[src/rtl/add_sub_pipe_if.sv]
// add_sub_pipe_if: handshake and data bundle for add_sub_pipe.
//   master : drives in_valid, a, b, cin, sub, out_ready; observes the rest
//   slave  : the pipeline side (accepts operations, presents results)
//   WIDTH must match the WIDTH of the attached add_sub_pipe.
interface add_sub_pipe_if #(
  parameter int WIDTH = 8
);
  logic             in_valid;
  logic             in_ready;
  logic [WIDTH-1:0] a;
  logic [WIDTH-1:0] b;
  logic             cin;
  logic             sub;
  logic             out_valid;
  logic             out_ready;
  logic [WIDTH-1:0] sum;
  logic             cout;
  logic             ovf;
  logic             zero;

  modport master (
    output in_valid, a, b, cin, sub, out_ready,
    input  in_ready, out_valid, sum, cout, ovf, zero
  );

  modport slave (
    input  in_valid, a, b, cin, sub, out_ready,
    output in_ready, out_valid, sum, cout, ovf, zero
  );
endinterface

[src/rtl/add_sub_pipe.sv]
// add_sub_pipe: pipelined two's-complement adder/subtractor.
//   WIDTH-bit operation split into STAGES chunks of CW = WIDTH/STAGES bits.
//   Stage k resolves chunk k; the carry and the not-yet-used operand bits
//   travel forward with the partial sum. A final register rank holds the
//   result and the cout/ovf/zero flags.
// Ports:
//   clk   rising-edge clock
//   rst_n synchronous active-low reset
//   bus   add_sub_pipe_if.slave (in_valid/in_ready, a, b, cin, sub,
//         out_valid/out_ready, sum, cout, ovf, zero)
// Latency is STAGES edges counted from the accepting edge's cycle; the
// whole pipe shifts together when adv = !out_valid || out_ready.
module add_sub_pipe #(
  parameter int WIDTH  = 8,
  parameter int STAGES = 2
) (
  input  logic         clk,
  input  logic         rst_n,
  add_sub_pipe_if.slave bus
);
  localparam int CW = WIDTH / STAGES;

  logic             adv;
  logic             in_ready_int;
  logic             out_vld_q;
  logic             cout_q;
  logic             ovf_q;
  logic             zero_q;
  logic [WIDTH-1:0] sum_q;

  assign adv          = !out_vld_q || bus.out_ready;
  assign in_ready_int = adv && rst_n;

  for (genvar k = 0; k < STAGES; k++) begin : g_stage
    // Operand bits from chunk k upward; lower chunks are already resolved.
    localparam int OPW = WIDTH - k * CW;

    logic [OPW-1:0]        a_i;
    logic [OPW-1:0]        bp_i;
    logic                  c_i;
    logic                  v_i;
    logic [CW:0]           chunk;
    logic [(k+1)*CW-1:0]   sum_n;

    assign chunk = {1'b0, a_i[CW-1:0]} + {1'b0, bp_i[CW-1:0]} + {{CW{1'b0}}, c_i};

    if (k == 0) begin : g_first
      // Subtract is a + ~b + 1 with the borrow folded into the carry-in.
      assign a_i   = bus.a;
      assign bp_i  = bus.sub ? ~bus.b : bus.b;
      assign c_i   = bus.sub ? ~bus.cin : bus.cin;
      assign v_i   = bus.in_valid && in_ready_int;
      assign sum_n = chunk[CW-1:0];
    end else begin : g_next
      logic [OPW-1:0]    a_q;
      logic [OPW-1:0]    bp_q;
      logic [k*CW-1:0]   lo_q;
      logic              c_q;
      logic              vld_q;

      always_ff @(posedge clk) begin
        if (!rst_n) begin
          a_q   <= '0;
          bp_q  <= '0;
          lo_q  <= '0;
          c_q   <= 1'b0;
          vld_q <= 1'b0;
        end else if (adv) begin
          a_q   <= g_stage[k-1].a_i[OPW+CW-1:CW];
          bp_q  <= g_stage[k-1].bp_i[OPW+CW-1:CW];
          lo_q  <= g_stage[k-1].sum_n;
          c_q   <= g_stage[k-1].chunk[CW];
          vld_q <= g_stage[k-1].v_i;
        end
      end

      assign a_i   = a_q;
      assign bp_i  = bp_q;
      assign c_i   = c_q;
      assign v_i   = vld_q;
      assign sum_n = {chunk[CW-1:0], lo_q};
    end
  end

  logic [WIDTH-1:0] last_sum;
  logic             last_a_msb;
  logic             last_bp_msb;
  logic             last_c;
  logic             last_v;

  assign last_sum    = g_stage[STAGES-1].sum_n;
  assign last_a_msb  = g_stage[STAGES-1].a_i[CW-1];
  assign last_bp_msb = g_stage[STAGES-1].bp_i[CW-1];
  assign last_c      = g_stage[STAGES-1].chunk[CW];
  assign last_v      = g_stage[STAGES-1].v_i;

  always_ff @(posedge clk) begin
    if (!rst_n) begin
      out_vld_q <= 1'b0;
      sum_q     <= '0;
      cout_q    <= 1'b0;
      ovf_q     <= 1'b0;
      zero_q    <= 1'b0;
    end else if (adv) begin
      out_vld_q <= last_v;
      sum_q     <= last_sum;
      cout_q    <= last_c;
      ovf_q     <= (last_a_msb == last_bp_msb) && (last_sum[WIDTH-1] != last_a_msb);
      zero_q    <= (last_sum == '0);
    end
  end

  assign bus.in_ready  = in_ready_int;
  assign bus.out_valid = out_vld_q;
  assign bus.sum       = sum_q;
  assign bus.cout      = cout_q;
  assign bus.ovf       = ovf_q;
  assign bus.zero      = zero_q;
endmodule

[src/flat_wrapper.sv]
// flat-port wrapper written by rule: the top's interface ports become plain ports
module add_sub_pipe_flat 
#(
  parameter int WIDTH  = 8,
  parameter int STAGES = 2
)
  (clk, rst_n, bus_in_valid, bus_a, bus_b, bus_cin, bus_sub, bus_out_ready, bus_in_ready, bus_out_valid, bus_sum, bus_cout, bus_ovf, bus_zero);
  add_sub_pipe_if #(.WIDTH(WIDTH)) bus_i ();
  input  logic clk;
  input  logic rst_n;
  input wire logic [$bits(bus_i.in_valid)-1:0] bus_in_valid;
  input wire logic [$bits(bus_i.a)-1:0] bus_a;
  input wire logic [$bits(bus_i.b)-1:0] bus_b;
  input wire logic [$bits(bus_i.cin)-1:0] bus_cin;
  input wire logic [$bits(bus_i.sub)-1:0] bus_sub;
  input wire logic [$bits(bus_i.out_ready)-1:0] bus_out_ready;
  output wire logic [$bits(bus_i.in_ready)-1:0] bus_in_ready;
  output wire logic [$bits(bus_i.out_valid)-1:0] bus_out_valid;
  output wire logic [$bits(bus_i.sum)-1:0] bus_sum;
  output wire logic [$bits(bus_i.cout)-1:0] bus_cout;
  output wire logic [$bits(bus_i.ovf)-1:0] bus_ovf;
  output wire logic [$bits(bus_i.zero)-1:0] bus_zero;
  assign bus_i.in_valid = bus_in_valid;
  assign bus_i.a = bus_a;
  assign bus_i.b = bus_b;
  assign bus_i.cin = bus_cin;
  assign bus_i.sub = bus_sub;
  assign bus_i.out_ready = bus_out_ready;
  assign bus_in_ready = bus_i.in_ready;
  assign bus_out_valid = bus_i.out_valid;
  assign bus_sum = bus_i.sum;
  assign bus_cout = bus_i.cout;
  assign bus_ovf = bus_i.ovf;
  assign bus_zero = bus_i.zero;
  add_sub_pipe #(.WIDTH(WIDTH), .STAGES(STAGES)) u_core (.clk(clk), .rst_n(rst_n), .bus(bus_i));
endmodule
[config.mk]
export PLATFORM = sky130hd
export DESIGN_NAME = add_sub_pipe_flat
export DESIGN_NICKNAME = d
export VERILOG_FILES = /design/src/rtl/add_sub_pipe_if.sv /design/src/rtl/add_sub_pipe.sv /design/src/flat_wrapper.sv
export SDC_FILE = /design/constraint.sdc
export NUM_CORES = 1
export LEC_CHECK = 0
export ABC_AREA = 1
export BUFFER_PORTS_ARGS = -buffer_cell sky130_fd_sc_hd__buf_2
export CORE_UTILIZATION = 46
export CTS_CLUSTER_DIAMETER = 120
export DETAILED_ROUTE_END_ITERATION = 8
export PLACE_DENSITY = 0.78
export SYNTH_ARGS = -nofsm -noshare
export SYNTH_HDL_FRONTEND = slang
export SYNTH_SLANG_ARGS = --single-unit
[constraint.sdc]
create_clock -name clk -period 1.7 [get_ports clk]
set_input_delay 0.085 -clock clk [delete_from_list [all_inputs] [get_ports clk]]
set_output_delay 0.085 -clock clk [all_outputs]
set_load 0.02 [all_outputs]
; ---- Word-level counts from Yosys, hierarchy flattened
; Cells that the tools add are included.
[op_classes]
n_addsub = 4
n_eq_ne = 2
muxes = 2
bitwise_logic = 2
n_reduce_logical = 6
[ops]
columns = op, n
row1 = $add A4 B4 Y5, 2
row2 = $add A5 B1 Y5, 2
row3 = $logic_not A8 Y1, 1
row4 = $mux W8, 1
row5 = $not A8 Y8, 1
row6 = $logic_and A1 B1 Y1, 3
row7 = $eq A1 B1 Y1, 1
row8 = $logic_not A1 Y1, 1
row9 = $logic_or A1 B1 Y1, 1
row10 = $mux W1, 1
row11 = $ne A1 B1 Y1, 1
row12 = $not A1 Y1, 1
[totals]
register_bits = 26
out_inout_bits = 13
wordCells = 26

; ---- Longest topological paths before layout
[logic_depth]
depth_word = 4
mapped_depth = 10
mapped_depth_nobuf = 10

; ---- Worst setup path after synthesis
; Ideal clock, no wire load.
[synth_path]
path_kind = input to register
startpoint = input port bus_sub
endpoint = register u_core.g_stage[1].g_next.c_q
setup_time_ns = 0.116
t_arrival_ns = 1.570
t_required_ns = 1.584
setup_slack_ns = 0.015
cell_stages = 8
n_path_buf = 1
cell_sequence = buf_2 > xor2_1 > fa_1 > fa_1 > nand3_1 > a21oi_1 > a21oi_1 > nor2_1
[synth_between]
elab_chain_len = 3
word_cells_on_any_way = 4
cone_classes = 2 x add/sub / 2 x mux
[synth_lines]
columns = element, line_no
row1 = "start, declared", flat_wrapper.sv:15  ; input wire logic [$bits(bus_i.sub)-1:0] bus_sub;
row2 = $mux W8, add_sub_pipe.sv:50  ; assign bp_i = bus.sub ? ~bus.b : bus.b;
row3 = $add A4 B4 Y5, add_sub_pipe.sv:45  ; assign chunk = {1'b0, a_i[CW-1:0]} + {1'b0, bp_i[CW-1:0]} + {{CW{1'b0}}, c_i};
row4 = $add A5 B1 Y5 (*), add_sub_pipe.sv:45
row5 = "end signal, assigned", add_sub_pipe.sv:72  ; c_q <= g_stage[k-1].chunk[CW];
row6 = "end, declared", add_sub_pipe.sv:58  ; logic c_q;
; Every way passes the cells marked *; elsewhere a longest branch is shown, timed or not.
; A chain may end at the register's enable or synchronous reset.

; ---- Worst setup path in the final report
[layout_path]
startpoint = register u_core.g_stage[1].g_next.c_q
endpoint = register u_core.zero_q, in the netlist u_core.bus.zero
[layout_between]
elab_chain_len = 2
[layout_lines]
columns = element, line_no
row1 = $add A5 B1 Y5, add_sub_pipe.sv:45
row2 = $logic_not A8 Y1, add_sub_pipe.sv:109  ; zero_q <= (last_sum == '0);
row3 = "end signal, assigned", add_sub_pipe.sv:109
row4 = "end, declared", add_sub_pipe.sv:28  ; logic zero_q;
; Every way passes these cells.

==> results.json <==
{
  "status": "finished, final reports clean",
  "drc": 0,
  "yosysTopAreaCellShare": 0.394,
  "port_buffers": 34,
  "synth_edf_count": 0,
  "slowest_delay_ns": 0.43,
  "r2r-start": "u_core.g_stage[1].c_i",
  "cp-start-kind": "flip-flop",
  "hold_viol": 0,
  "grt_pass1_wl_um": 4320,
  "dieHeight_um": 55.6,
  "finalInstanceArea_um2": 1590,
  "ys_seq_area_frac": 0.394,
  "setup_viol": 0,
  "cts_buffers": 3,
  "synth_ff_type": "dfxtp_1",
  "drive_above_1_share": 0.264,
  "instances_no_fill": 228,
  "maxSlewHeadroom": 0.766,
  "min_path_cells": 3,
  "synth-async-reset-ratio": 0,
  "synth_nets": 193,
  "power.total_mw": 1.53,
  "die_w_um": 55.6,
  "yosys_warnings": 0,
  "fin_skew_ns": 0.00258,
  "dp.cells": 221,
  "die_area_um2": 3090,
  "cp_max_fo": 2,
  "grt_setup_unrepaired": "no",
  "slew_viol_final": 0,
  "tightestPinTransition_ns": 0.351,
  "power-per-cell-area_nw_per_um2": 959,
  "critPathArrivalTime_ns": 1.83,
  "reg2reg_slack_ns": 0.10,
  "grt_pass1_vias": 1039,
  "vdd_ir_drop_max_mv": 0.562,
  "postPlaceCellArea_um2": 1500,
  "netlist_top_cells_count": "dfxtp_1 (26), nor2_1 (25), o21ai_0 (22), a21oi_1 (18), nand2_1 (14)",
  "cts_num_sinks": 26,
  "fin_hold_ws_ns": 0.00306,
  "detailed_place_hpwl_um": 1780,
  "coreArea_um2": 2730,
  "nets": 230,
  "synth_area_um2": 1320,
  "required_ns": 1.94,
  "grt_use_total": 0.175,
  "cts-root-buf": "clkbuf_4",
  "synth.distinct_cells": 22,
  "hold-path-endpoint": "u_core.g_stage[1].a_i[0]",
  "wire_per_inst_um": 10.9,
  "crit_chain": "fa_2, inv_1, fa_2, nand3_1, nor2_1, nand2_1, a21oi_2",
  "rows": 19,
  "area_growth_pct": 20.6,
  "crit_path_end_kind": "flip-flop",
  "crit_buf_inv": 1,
  "postSynthCellCount": 161,
  "hp-class": "in2reg",
  "wl_um": 2490,
  "r2r_end": "u_core.bus.zero",
  "layout_min_cycle_time_ns": 1.60,
  "critPathKind": "reg2reg",
  "p_leak_nw": 0.781,
  "ios": 35,
  "grt_max_degree": 33,
  "ys_ff_latch": 26,
  "vias": 1137,
  "h-tree-depth": 1,
  "syn_area_per_cell_um2": 8.20,
  "diodes": 0,
  "clkLatencyLatePin_ns": 0.33,
  "cts_buffer_depth": 2,
  "synthTopCellsByArea": "dfxtp_1 (39%), o21ai_0 (8.3%), nor2_1 (7.1%)",
  "synthMostInstantiatedCell": "dfxtp_1",
  "drt_first_pass_iters": 4,
  "synth_top_cell_by_area": "dfxtp_1",
  "hp-start": "bus_a[4]",
  "cts_tree": "yes",
  "fmax_mhz": 626,
  "antenna_found_initial": 0,
  "r2r_cells": 7,
  "worst_path_most_repeated_cell": "fa_2",
  "period_share": 0.939,
  "finalSetupTns_ns": 0,
  "grt_overflow": 0,
  "gp_congestion": 0.810,
  "crit_slowest_cell": "fa_2",
  "drv_cap": 0,
  "start_util": 0.483,
  "viasPerCell": 4.99,
  "clk_pin_slew_ns": 0.15,
  "ant_nets": 0,
  "drt_iter0_drc": 25,
  "cp_top_family": "adder cells"
}
## registers in the layout, summed over array words and instances (netlist names)
signal / cells
u_core.bus.cout: 1
u_core.bus.out_valid: 1
u_core.bus.ovf: 1
u_core.bus.sum: 8
u_core.bus.zero: 1
u_core.g_stage.a_i: 4
u_core.g_stage.bp_i: 4
u_core.g_stage.c_i: 1
u_core.g_stage.g_next.lo_q: 4
u_core.g_stage.g_next.vld_q: 1
## placed cells by master, fill, tap and decap left out
| cell | count |
|---|---|
| nor2_2 | 1 |
| nand2_1 | 13 |
| fa_1 | 2 |
| o21ai_0 | 22 |
| nand2_2 | 1 |
| o21bai_1 | 1 |
| nand3_1 | 8 |
| nand3_2 | 1 |
| xnor2_1 | 5 |
| buf_2 | 34 |
| bufinv_16 | 1 |
| xor2_1 | 5 |
| clkbuf_4 | 3 |
| ha_1 | 6 |
| nand3b_1 | 1 |
| fa_2 | 2 |
| or2_1 | 1 |
| a21oi_1 | 18 |
| a21oi_2 | 1 |
| buf_12 | 1 |
| dlygate4sd3_1 | 2 |
| dfxtp_2 | 3 |
| inv_1 | 13 |
| dfxtp_1 | 23 |
| nor2_1 | 25 |
| buf_4 | 3 |
| nor2_4 | 1 |
## metal layers
metal  wire (um)  GRT usage
met2        1130      0.301
met4          36     0.0643
met5           0          0
met1        1240      0.221
met3          79     0.0256
## repair_timing
item,4_1_cts,5_1_grt
buffers inserted,0,1
setup endpoints to repair,0,1
hold buffers,2,0
endpoints found under the hold margin,2,0
resized for setup,0,6
## tightest hold or removal path, delay by kind of cell
kind | cells | cell delay, ns
buffers and inverters | 1 | 0.08
and+or+nand+nor | 1 | 0.08
AOI/OAI and AO/OA | 1 | 0.07
## how the worst max path moves through the flow
stage	start	endpoint	slack, ns	cells past startpoint
finish	u_core.g_stage[1].c_i	u_core.bus.zero	0.10	7
global route	u_core.g_stage[1].c_i	u_core.bus.zero	0.01	7
CTS	u_core.g_stage[1].c_i	u_core.bus.zero	0.02	7
detailed placement	bus_sub	u_core.g_stage[1].c_i	0.01	8
global placement	bus_sub	u_core.g_stage[1].c_i	0.05	8
floorplan	bus_sub	u_core.g_stage[1].c_i	0.01	8
## per-stage QoR
step	setup slack (ns)	util
after floorplan	0.0148	-
after global placement	0.0459	0.549
after detailed placement	0.0103	0.549
after CTS	0.0205	0.575
after global routing	0.0139	0.582
final	0.103	0.582
## layout make-up
class                           count  area [um^2]
Clock buffer                        3         22.5
Clock inverter                      1         30.0
Fill cell                         251         1140
Inverter                           13         48.8
Multi-Input combinational cell    114          694
Sequential cell                    26          524
Tap cell                           31         38.8
Timing Repair Buffer               40          233
## cells by family after synthesis
kind of cell    after synthesis  share of synthesized area
fa+ha+maj                    10                      0.118
buf+inv                      21                     0.0853
xor+xnor                     10                     0.0663
compound gates               42                      0.164
simple gates                 52                      0.173
flops                        26                      0.394
## report_power, final
part / switching, mW / internal (mW) / total, mW
Clock: 0.193 / 0.239 / 0.432
Combinational: 0.214 / 0.162 / 0.376
Sequential: 0.0389 / 0.679 / 0.718
Total: 0.446 / 1.08 / 1.53
No activity file was read; power rests on OpenSTA's default activity.
